===== src/rtl/gray_pkg.sv =====
// ---------------------------------------------------------------------------
// gray_pkg
//   Shared definitions for the Gray-count receive path.
//   - GRAY_MAX_W : widest Gray/binary word the helper functions handle.
//   - rx_state_t : lock-state encoding driven on gray_rx_decode.lock_state.
//   - gray2bin / bin2gray : width-agnostic conversions. Callers zero-extend
//     their word to GRAY_MAX_W and truncate the result back to their width.
//     The zero upper bits decode to zero, so the result is correct for any
//     width up to GRAY_MAX_W.
// ---------------------------------------------------------------------------
package gray_pkg;

    localparam int GRAY_MAX_W = 64;

    typedef enum logic [1:0] {
        ACQUIRE = 2'd0,
        TRACK   = 2'd1,
        FAULT   = 2'd2
    } rx_state_t;

    // Gray to binary: each binary bit is the XOR of all Gray bits at or above it.
    function automatic logic [GRAY_MAX_W-1:0] gray2bin(input logic [GRAY_MAX_W-1:0] g);
        logic [GRAY_MAX_W-1:0] b;
        b = {GRAY_MAX_W{1'b0}};
        b[GRAY_MAX_W-1] = g[GRAY_MAX_W-1];
        for (int i = GRAY_MAX_W - 2; i >= 0; i--) begin
            b[i] = b[i+1] ^ g[i];
        end
        return b;
    endfunction

    // Binary to Gray: XOR each bit with its upper neighbour.
    function automatic logic [GRAY_MAX_W-1:0] bin2gray(input logic [GRAY_MAX_W-1:0] b);
        return b ^ {1'b0, b[GRAY_MAX_W-1:1]};
    endfunction

endpackage


===== src/rtl/gray_sync_chain.sv =====
// ---------------------------------------------------------------------------
// gray_sync_chain
//   STAGES-deep, WIDTH-wide flop chain that brings an asynchronous Gray word
//   into the clk domain. Only one bit of a Gray word changes per count, so a
//   plain per-bit synchroniser never produces a torn multi-bit value.
// Ports
//   clk  in   1      clock
//   rst  in   1      asynchronous active-high reset, clears every stage
//   d    in   WIDTH  asynchronous input word
//   q    out  WIDTH  synchronised word (last stage)
// ---------------------------------------------------------------------------
module gray_sync_chain
    import gray_pkg::*;
#(
    parameter int WIDTH  = 18,
    parameter int STAGES = 2
) (
    input  logic             clk,
    input  logic             rst,
    input  logic [WIDTH-1:0] d,
    output logic [WIDTH-1:0] q
);

    logic [WIDTH-1:0] sync_r [STAGES];

    // Shift the incoming word one stage per clock.
    always_ff @(posedge clk or posedge rst) begin
        if (rst) begin
            for (int i = 0; i < STAGES; i++) begin
                sync_r[i] <= {WIDTH{1'b0}};
            end
        end else begin
            sync_r[0] <= d;
            for (int i = 1; i < STAGES; i++) begin
                sync_r[i] <= sync_r[i-1];
            end
        end
    end

    assign q = sync_r[STAGES-1];

endmodule


===== src/rtl/gray_rx_decode.sv =====
// ---------------------------------------------------------------------------
// gray_rx_decode
//   Receives a free-running Gray count from another clock domain,
//   synchronises and decodes it, checks each sampled step for a legal
//   forward distance, and tracks lock state.
// Ports
//   clk         in   1       clock
//   rst         in   1       asynchronous active-high reset
//   gray_in     in   CBITS   Gray count from the upstream counter (async)
//   bin_out     out  CBITS   decoded binary count, registered
//   bin_valid   out  1       bin_out is trusted (state TRACK)
//   wrap_pulse  out  1       one-cycle pulse on a legal step through zero
//   step_err    out  1       one-cycle pulse on an illegal step
//   err_cnt     out  ERR_W   saturating count of step_err pulses
//   lock_state  out  2       current rx_state_t
//   wrap_cnt    out  16      wraps since reset (GRAY_RX_WRAP_CNT_EN only)
// Build option
//   GRAY_RX_WRAP_CNT_EN : adds the wrap_cnt port and its modulo-2^16 counter.
// ---------------------------------------------------------------------------
module gray_rx_decode
    import gray_pkg::*;
#(
    parameter int CBITS       = 18,
    parameter int SYNC_STAGES = 2,
    parameter int MAX_STEP    = 4,
    parameter int LOCK_GOOD   = 3,
    parameter int ERR_W       = 8
) (
    input  logic             clk,
    input  logic             rst,
    input  logic [CBITS-1:0] gray_in,
    output logic [CBITS-1:0] bin_out,
    output logic             bin_valid,
    output logic             wrap_pulse,
    output logic             step_err,
    output logic [ERR_W-1:0] err_cnt,
    output rx_state_t        lock_state
`ifdef GRAY_RX_WRAP_CNT_EN
    ,
    output logic [15:0]      wrap_cnt
`endif
);

    localparam int ACQ_W  = $clog2(SYNC_STAGES + 1);
    localparam int GOOD_W = $clog2(LOCK_GOOD + 1);
    localparam logic [CBITS-1:0]  MAX_STEP_C  = CBITS'(MAX_STEP);
    localparam logic [ACQ_W-1:0]  ACQ_LAST_C  = ACQ_W'(SYNC_STAGES);
    localparam logic [GOOD_W-1:0] LOCK_GOOD_C = GOOD_W'(LOCK_GOOD);

    logic [CBITS-1:0]  gray_sync_s;
    logic [CBITS-1:0]  bin_new_s;
    logic [CBITS-1:0]  delta_s;
    logic              legal_s;
    logic              moved_s;

    rx_state_t         state_r, state_nxt_s;
    logic [ACQ_W-1:0]  acq_cnt_r, acq_cnt_nxt_s;
    logic [GOOD_W-1:0] good_cnt_r, good_cnt_nxt_s;
    logic [CBITS-1:0]  bin_ref_r, bin_ref_nxt_s;
    logic              step_err_nxt_s;
    logic              wrap_nxt_s;

    logic [CBITS-1:0]  bin_out_r;
    logic              bin_valid_r;
    logic              wrap_pulse_r;
    logic              step_err_r;
    logic [ERR_W-1:0]  err_cnt_r;

    gray_sync_chain #(
        .WIDTH  (CBITS),
        .STAGES (SYNC_STAGES)
    ) u_sync (
        .clk (clk),
        .rst (rst),
        .d   (gray_in),
        .q   (gray_sync_s)
    );

    assign bin_new_s = CBITS'(gray2bin(GRAY_MAX_W'(gray_sync_s)));
    // Modulo subtraction makes a forward step through zero look small.
    assign delta_s   = bin_new_s - bin_ref_r;
    assign legal_s   = (delta_s <= MAX_STEP_C);
    assign moved_s   = (delta_s != {CBITS{1'b0}});

    // Lock FSM next state, step classification and counter updates.
    always_comb begin
        state_nxt_s    = state_r;
        acq_cnt_nxt_s  = acq_cnt_r;
        good_cnt_nxt_s = good_cnt_r;
        bin_ref_nxt_s  = bin_ref_r;
        step_err_nxt_s = 1'b0;
        wrap_nxt_s     = 1'b0;
        case (state_r)
            ACQUIRE: begin
                // Wait until reset zeros have drained out of the sync chain.
                if (acq_cnt_r == ACQ_LAST_C) begin
                    bin_ref_nxt_s = bin_new_s;
                    acq_cnt_nxt_s = {ACQ_W{1'b0}};
                    state_nxt_s   = TRACK;
                end else begin
                    acq_cnt_nxt_s = acq_cnt_r + ACQ_W'(1);
                end
            end
            TRACK: begin
                bin_ref_nxt_s = bin_new_s;
                if (!legal_s) begin
                    step_err_nxt_s = 1'b1;
                    good_cnt_nxt_s = {GOOD_W{1'b0}};
                    state_nxt_s    = FAULT;
                end else begin
                    wrap_nxt_s = moved_s && (bin_new_s < bin_ref_r);
                end
            end
            FAULT: begin
                bin_ref_nxt_s = bin_new_s;
                // An illegal step always restarts the good-step run, even
                // on the edge that would otherwise re-enter TRACK.
                if (!legal_s) begin
                    step_err_nxt_s = 1'b1;
                    good_cnt_nxt_s = {GOOD_W{1'b0}};
                end else if (good_cnt_r == LOCK_GOOD_C) begin
                    good_cnt_nxt_s = {GOOD_W{1'b0}};
                    state_nxt_s    = TRACK;
                end else if (moved_s) begin
                    good_cnt_nxt_s = good_cnt_r + GOOD_W'(1);
                end else begin
                    good_cnt_nxt_s = good_cnt_r;
                end
            end
            default: begin
                acq_cnt_nxt_s  = {ACQ_W{1'b0}};
                good_cnt_nxt_s = {GOOD_W{1'b0}};
                state_nxt_s    = ACQUIRE;
            end
        endcase
    end

    // State, reference sample and registered outputs.
    always_ff @(posedge clk or posedge rst) begin
        if (rst) begin
            state_r      <= ACQUIRE;
            acq_cnt_r    <= {ACQ_W{1'b0}};
            good_cnt_r   <= {GOOD_W{1'b0}};
            bin_ref_r    <= {CBITS{1'b0}};
            bin_out_r    <= {CBITS{1'b0}};
            bin_valid_r  <= 1'b0;
            wrap_pulse_r <= 1'b0;
            step_err_r   <= 1'b0;
            err_cnt_r    <= {ERR_W{1'b0}};
        end else begin
            state_r      <= state_nxt_s;
            acq_cnt_r    <= acq_cnt_nxt_s;
            good_cnt_r   <= good_cnt_nxt_s;
            bin_ref_r    <= bin_ref_nxt_s;
            bin_out_r    <= bin_new_s;
            bin_valid_r  <= (state_nxt_s == TRACK);
            wrap_pulse_r <= wrap_nxt_s;
            step_err_r   <= step_err_nxt_s;
            if (step_err_nxt_s && (err_cnt_r != {ERR_W{1'b1}})) begin
                err_cnt_r <= err_cnt_r + ERR_W'(1);
            end else begin
                err_cnt_r <= err_cnt_r;
            end
        end
    end

    assign bin_out    = bin_out_r;
    assign bin_valid  = bin_valid_r;
    assign wrap_pulse = wrap_pulse_r;
    assign step_err   = step_err_r;
    assign err_cnt    = err_cnt_r;
    assign lock_state = state_r;

`ifdef GRAY_RX_WRAP_CNT_EN
    logic [15:0] wrap_cnt_r;

    // Wrap counter advances on the same edge that raises wrap_pulse.
    always_ff @(posedge clk or posedge rst) begin
        if (rst) begin
            wrap_cnt_r <= 16'd0;
        end else if (wrap_nxt_s) begin
            wrap_cnt_r <= wrap_cnt_r + 16'd1;
        end else begin
            wrap_cnt_r <= wrap_cnt_r;
        end
    end

    assign wrap_cnt = wrap_cnt_r;
`else
    // No wrap counter in this build.
`endif

endmodule

===== config.mk =====
export PLATFORM = sky130hd
export DESIGN_NAME = gray_rx_decode
export DESIGN_NICKNAME = d
export VERILOG_FILES = /design/src/rtl/gray_pkg.sv /design/src/rtl/gray_sync_chain.sv /design/src/rtl/gray_rx_decode.sv
export SDC_FILE = /design/constraint.sdc
export NUM_CORES = 1
export LEC_CHECK = 0
export CORE_AREA = 5 5 83 142
export DETAILED_ROUTE_END_ITERATION = 10
export DIE_AREA = 0 0 88 147
export GPL_TIMING_DRIVEN = 0
export PLACE_DENSITY = 0.63
export REMOVE_ABC_BUFFERS = 1
export SKIP_LAST_GASP = 1
export SLEW_MARGIN = 20
export SYNTH_ARGS = -nofsm -noshare
export SYNTH_HDL_FRONTEND = slang
export SYNTH_SLANG_ARGS = --single-unit

===== constraint.sdc =====
create_clock -name clk -period 6.1 [get_ports clk]
set_clock_uncertainty 0.1 [all_clocks]
set_input_delay 0.61 -clock clk [delete_from_list [all_inputs] [get_ports clk]]
set_output_delay 0.61 -clock clk [all_outputs]
set_load 0.01 [all_outputs]

==> impl_results.md <==
- Fin. Hold Viols: 0
- Resized Gates After CTS: 0
- Switching power summed over all nets: ~0.0011 W
- Cell Pwr Density: ~550 nW/um^2
- Gate power share: 0.514
- Internal power: 0.001696 W
- Tmin final: between 5 and 6 ns
- Post-route cell area: around 5000 sq um
- Post-CTS Setup Repair Bufs: 0
- Gr ovfl total: 0
- Synth Instances: 350
- Cts bufs inserted: 9
- Nets: about 450
- Fin cells: approximately 540
- Inst Count DP: ~520
- Register share of total power: 0.298
- CTS sink count: 89
- Final setup margin: 0.4995 ns
- Unrepaired setup endpoints after global routing: no
- Crit path launch type: flop
- Area after DPL: between 4000 and 5000 sq um
- Post-synth EDFFs: 0
- R2R Path End: err_cnt[1]
- R2r startpoint: u_sync.q[17]
- Worst path max stage delay: approximately 0.49 ns
- Residual DRC: 0
- Final RePlAce weighted congestion: between 0.8 and 0.9
- Synthesized area per cell: between 10 and 15 sq um
- Iter 0 DRT Violations: 98
- Largest net degree at the start of global routing: 54
- Initial core utilization: 0.3882
- R2r worst-path depth: 19
- CTS tree: yes
- Worst skew pair latency: 0.34 ns
- MaxCap Viol Count: 0
- First-pass detailed-route iteration total: 5
- Die span in x: about 90 microns
- Ys flop type: dfrtp_1
- Synthesized flop and latch total: 89
- Crit path max fanout: 10
- Yosys cell types: between 50 and 60
- Core area: about 11000 sq um
- Clock power share: 0.188
- Ys async rst share: 1.000
- Hold Path End: u_sync.q[13]
- Worst EP required: slightly above 6 ns
- Global-route wire length before repair: ~13000 microns
- CP Cell Sequence: xor3_2 -> xnor2_4 -> xnor3_2 -> xnor2_4 -> xnor2_4 -> xnor2_4 -> xnor2_2 -> inv_1 -> ha_1 -> nor2b_1 -> o31a_1 -> o2111ai_4 -> a31oi_1 -> or3_1 -> a221o_1 -> nor4_4 -> buf_4 -> nor3_1 -> mux2_2
- Post-route ant nets: 0
- IO buf count: 50
- Post-CTS Hold Fix Bufs: 0
- Cell leakage power: about 2.3 nW
- Slowest-stage cell, CP: xor3_2
- Hold Crit Start: u_sync.sync_r[31]
- Tot Pwr: approximately 0.0028 W
- Status: completed
- Switching share of power: 0.3932
- Final setup TNS: 0 ns
- Rel. slew slack: 0.4895
- Die H: approximately 150 microns
- Root buffer cell: clkbuf_16
- Initial antenna violation count: 0
- # diodes: 0
- Crit path kind: reg -> reg
- Layout cells sized above 1: 0.09443
- Worst reg-to-reg setup slack: 0.50 ns
- Most frequent cell on the critical path: xnor2_4
- Final wirelength: between 7000 and 8000 microns
- Syn Std Cell Area: about 4100 sq um
- Bufs on Longest Clock Path: 2
- Total track usage: 0.1245
- CP Data Arrival Time: about 5.7 ns
- Synth-to-layout area growth: 23.72%
- Vias in the first global route: between 2000 and 3000
- H-tree levels: 3
- Final HPWL DP: 5429 microns
- Register area share after synthesis: 0.5427
- Worst-margin pin slew: ~0.77 ns
- Max Freq: between 150 and 200 MHz
- VDD IR max: around 0.00021 V
- Worst slack, placed: ~0.12 ns
- WHS Path Cells: 0
- Routed len/inst: ~14 microns
- Final Cycle Share: 0.9181
- Row count: 50
- Final count of pins violating max slew: 0
- Via-per-instance ratio: 4.915
- Final Setup Violations: 0
- Tightest Hold Check Type: reg -> reg
- Reg clk slew, reported paths: approximately 0.06 ns
- Yosys warns: 0
- Crit. End Element: flop
- I/O pins: between 50 and 60
- Die area: ~13000 sq um
- Routed vias: around 2700
state kept, by name, indices dropped and copies added, names as in the netlist, 2 cells and up:
| signal | flops |
|---|---|
| u_sync.sync_r | 18 |
| bin_out | 18 |
| good_cnt_r | 2 |
| lock_state | 2 |
| u_sync.q | 18 |
| bin_ref_r | 18 |
| err_cnt | 8 |
| acq_cnt_r | 2 |
stage by stage:
stage / hold slack, ns / util
after floorplan: 0.2312 / -
after global placement: 0.2325 / 0.4477
after detailed placement: 0.2347 / 0.4505
after CTS: 0.2494 / 0.4781
after global routing: 0.2549 / 0.4802
final: 0.2474 / 0.4802
power by group through the flow:
stage / Clock [W] / Combinational, W / Sequential (W)
6_report: 0.000526 / 0.00144 / 0.000832
5_1_grt: 0.000565 / 0.00160 / 0.000853
4_1_cts: 0.000542 / 0.00146 / 0.000835
3_5_place_dp: 0 / 0.00145 / 0.000845
3_3_place_gp: 0 / 0.00141 / 0.000838
2_1_floorplan: 0 / 0.00101 / 0.000868
worst max-delay path by stage:
stage | depth (start not counted) | start | endpoint
2_1_floorplan | 18 | u_sync.q[17] | err_cnt[1]
6_report | 19 | u_sync.q[17] | err_cnt[1]
3_3_place_gp | 18 | u_sync.q[17] | err_cnt[1]
3_5_place_dp | 18 | u_sync.q[17] | err_cnt[1]
5_1_grt | 19 | u_sync.q[17] | err_cnt[1]
4_1_cts | 18 | u_sync.q[17] | err_cnt[1]
final cells by class:
type	instances	area (sq um)
inverter	33	126.4
multi-input combinational	221	1719
fill	953	5495
timing repair buffer	54	550.5
sequential	89	2227
clock buffer	11	252.7
tap	130	162.7
clock inverter	5	38.79
metal layers:
layer | vias up | part of all wire | track usage | routed length (microns)
met5 | - | 0 | 0 | 0
met4 | 0 | 0.026 | 0.06298 | 189
met3 | 13 | 0.038 | 0.03143 | 283
met2 | 47 | 0.53 | 0.2122 | 3907
met1 | 1292 | 0.41 | 0.1403 | 2994
li1 | 1317 | - | - | -
critical path: cells and delay by family, from the launching register on:
kind,cells,cell delay [ns]
simple gates,4,0.89
buf+inv,2,0.31
fa+ha+maj,1,0.30
xor+xnor,7,2.01
compound gates,4,1.15
flops,1,0.45
mux,1,0.27
synth_stat cells, types with 4 or more instances:
cell type | n | share of area
ha_1 | 24 | 0.073
a211o_1 | 4 | 0.0085
dfrtp_1 | 89 | 0.54
xnor2_4 | 4 | 0.027
o21ai_0 | 20 | 0.024
nor3_1 | 10 | 0.012
xnor2_1 | 10 | 0.021
nand3_1 | 4 | 0.0049
o21a_1 | 4 | 0.0073
and3_1 | 5 | 0.0076
xor2_1 | 17 | 0.036
inv_1 | 33 | 0.030
a21boi_0 | 5 | 0.0091
clkbuf_1 | 6 | 0.0055
or3_1 | 4 | 0.0061
a21oi_1 | 15 | 0.018
nor2_1 | 22 | 0.020
nand2_1 | 24 | 0.022
cell usage in the layout, fill, tap and decap left out, types with 2 or more instances in the layout:
cell type        count
clkbuf_16            9
inv_1               32
ha_1                24
nand2b_1             3
or3_1                4
nor3_1              10
nand2_1             24
clkinv_4             2
nor2b_1              2
buf_4                3
nand3_1              4
xnor2_1             10
o31a_1               2
mux2_2               3
clkdlybuf4s50_1     50
o21ai_0             20
nor4_1               3
nand4_1              3
o211ai_1             2
a22o_1               2
o21a_1               4
nor2_1              22
clkbuf_8             2
a21oi_2              2
xnor2_4              4
dfrtp_1             89
a21boi_0             5
o31ai_1              2
xor2_1              17
and3_1               5
nor4bb_1             3
a211o_1              4
a21oi_1             15
kinds of logic (layout without fill, tap and decap cells):
group,Yosys count,after routing,share of synthesized area
flops,89,89,0.5427
xor+xnor,35,35,0.1043
simple gates,88,88,0.1101
compound gates,71,71,0.1232
buf+inv,40,103,0.03841
mux,3,3,0.008231
fa+ha+maj,24,24,0.07317
Note: power is estimated with default switching activity, not from simulation.
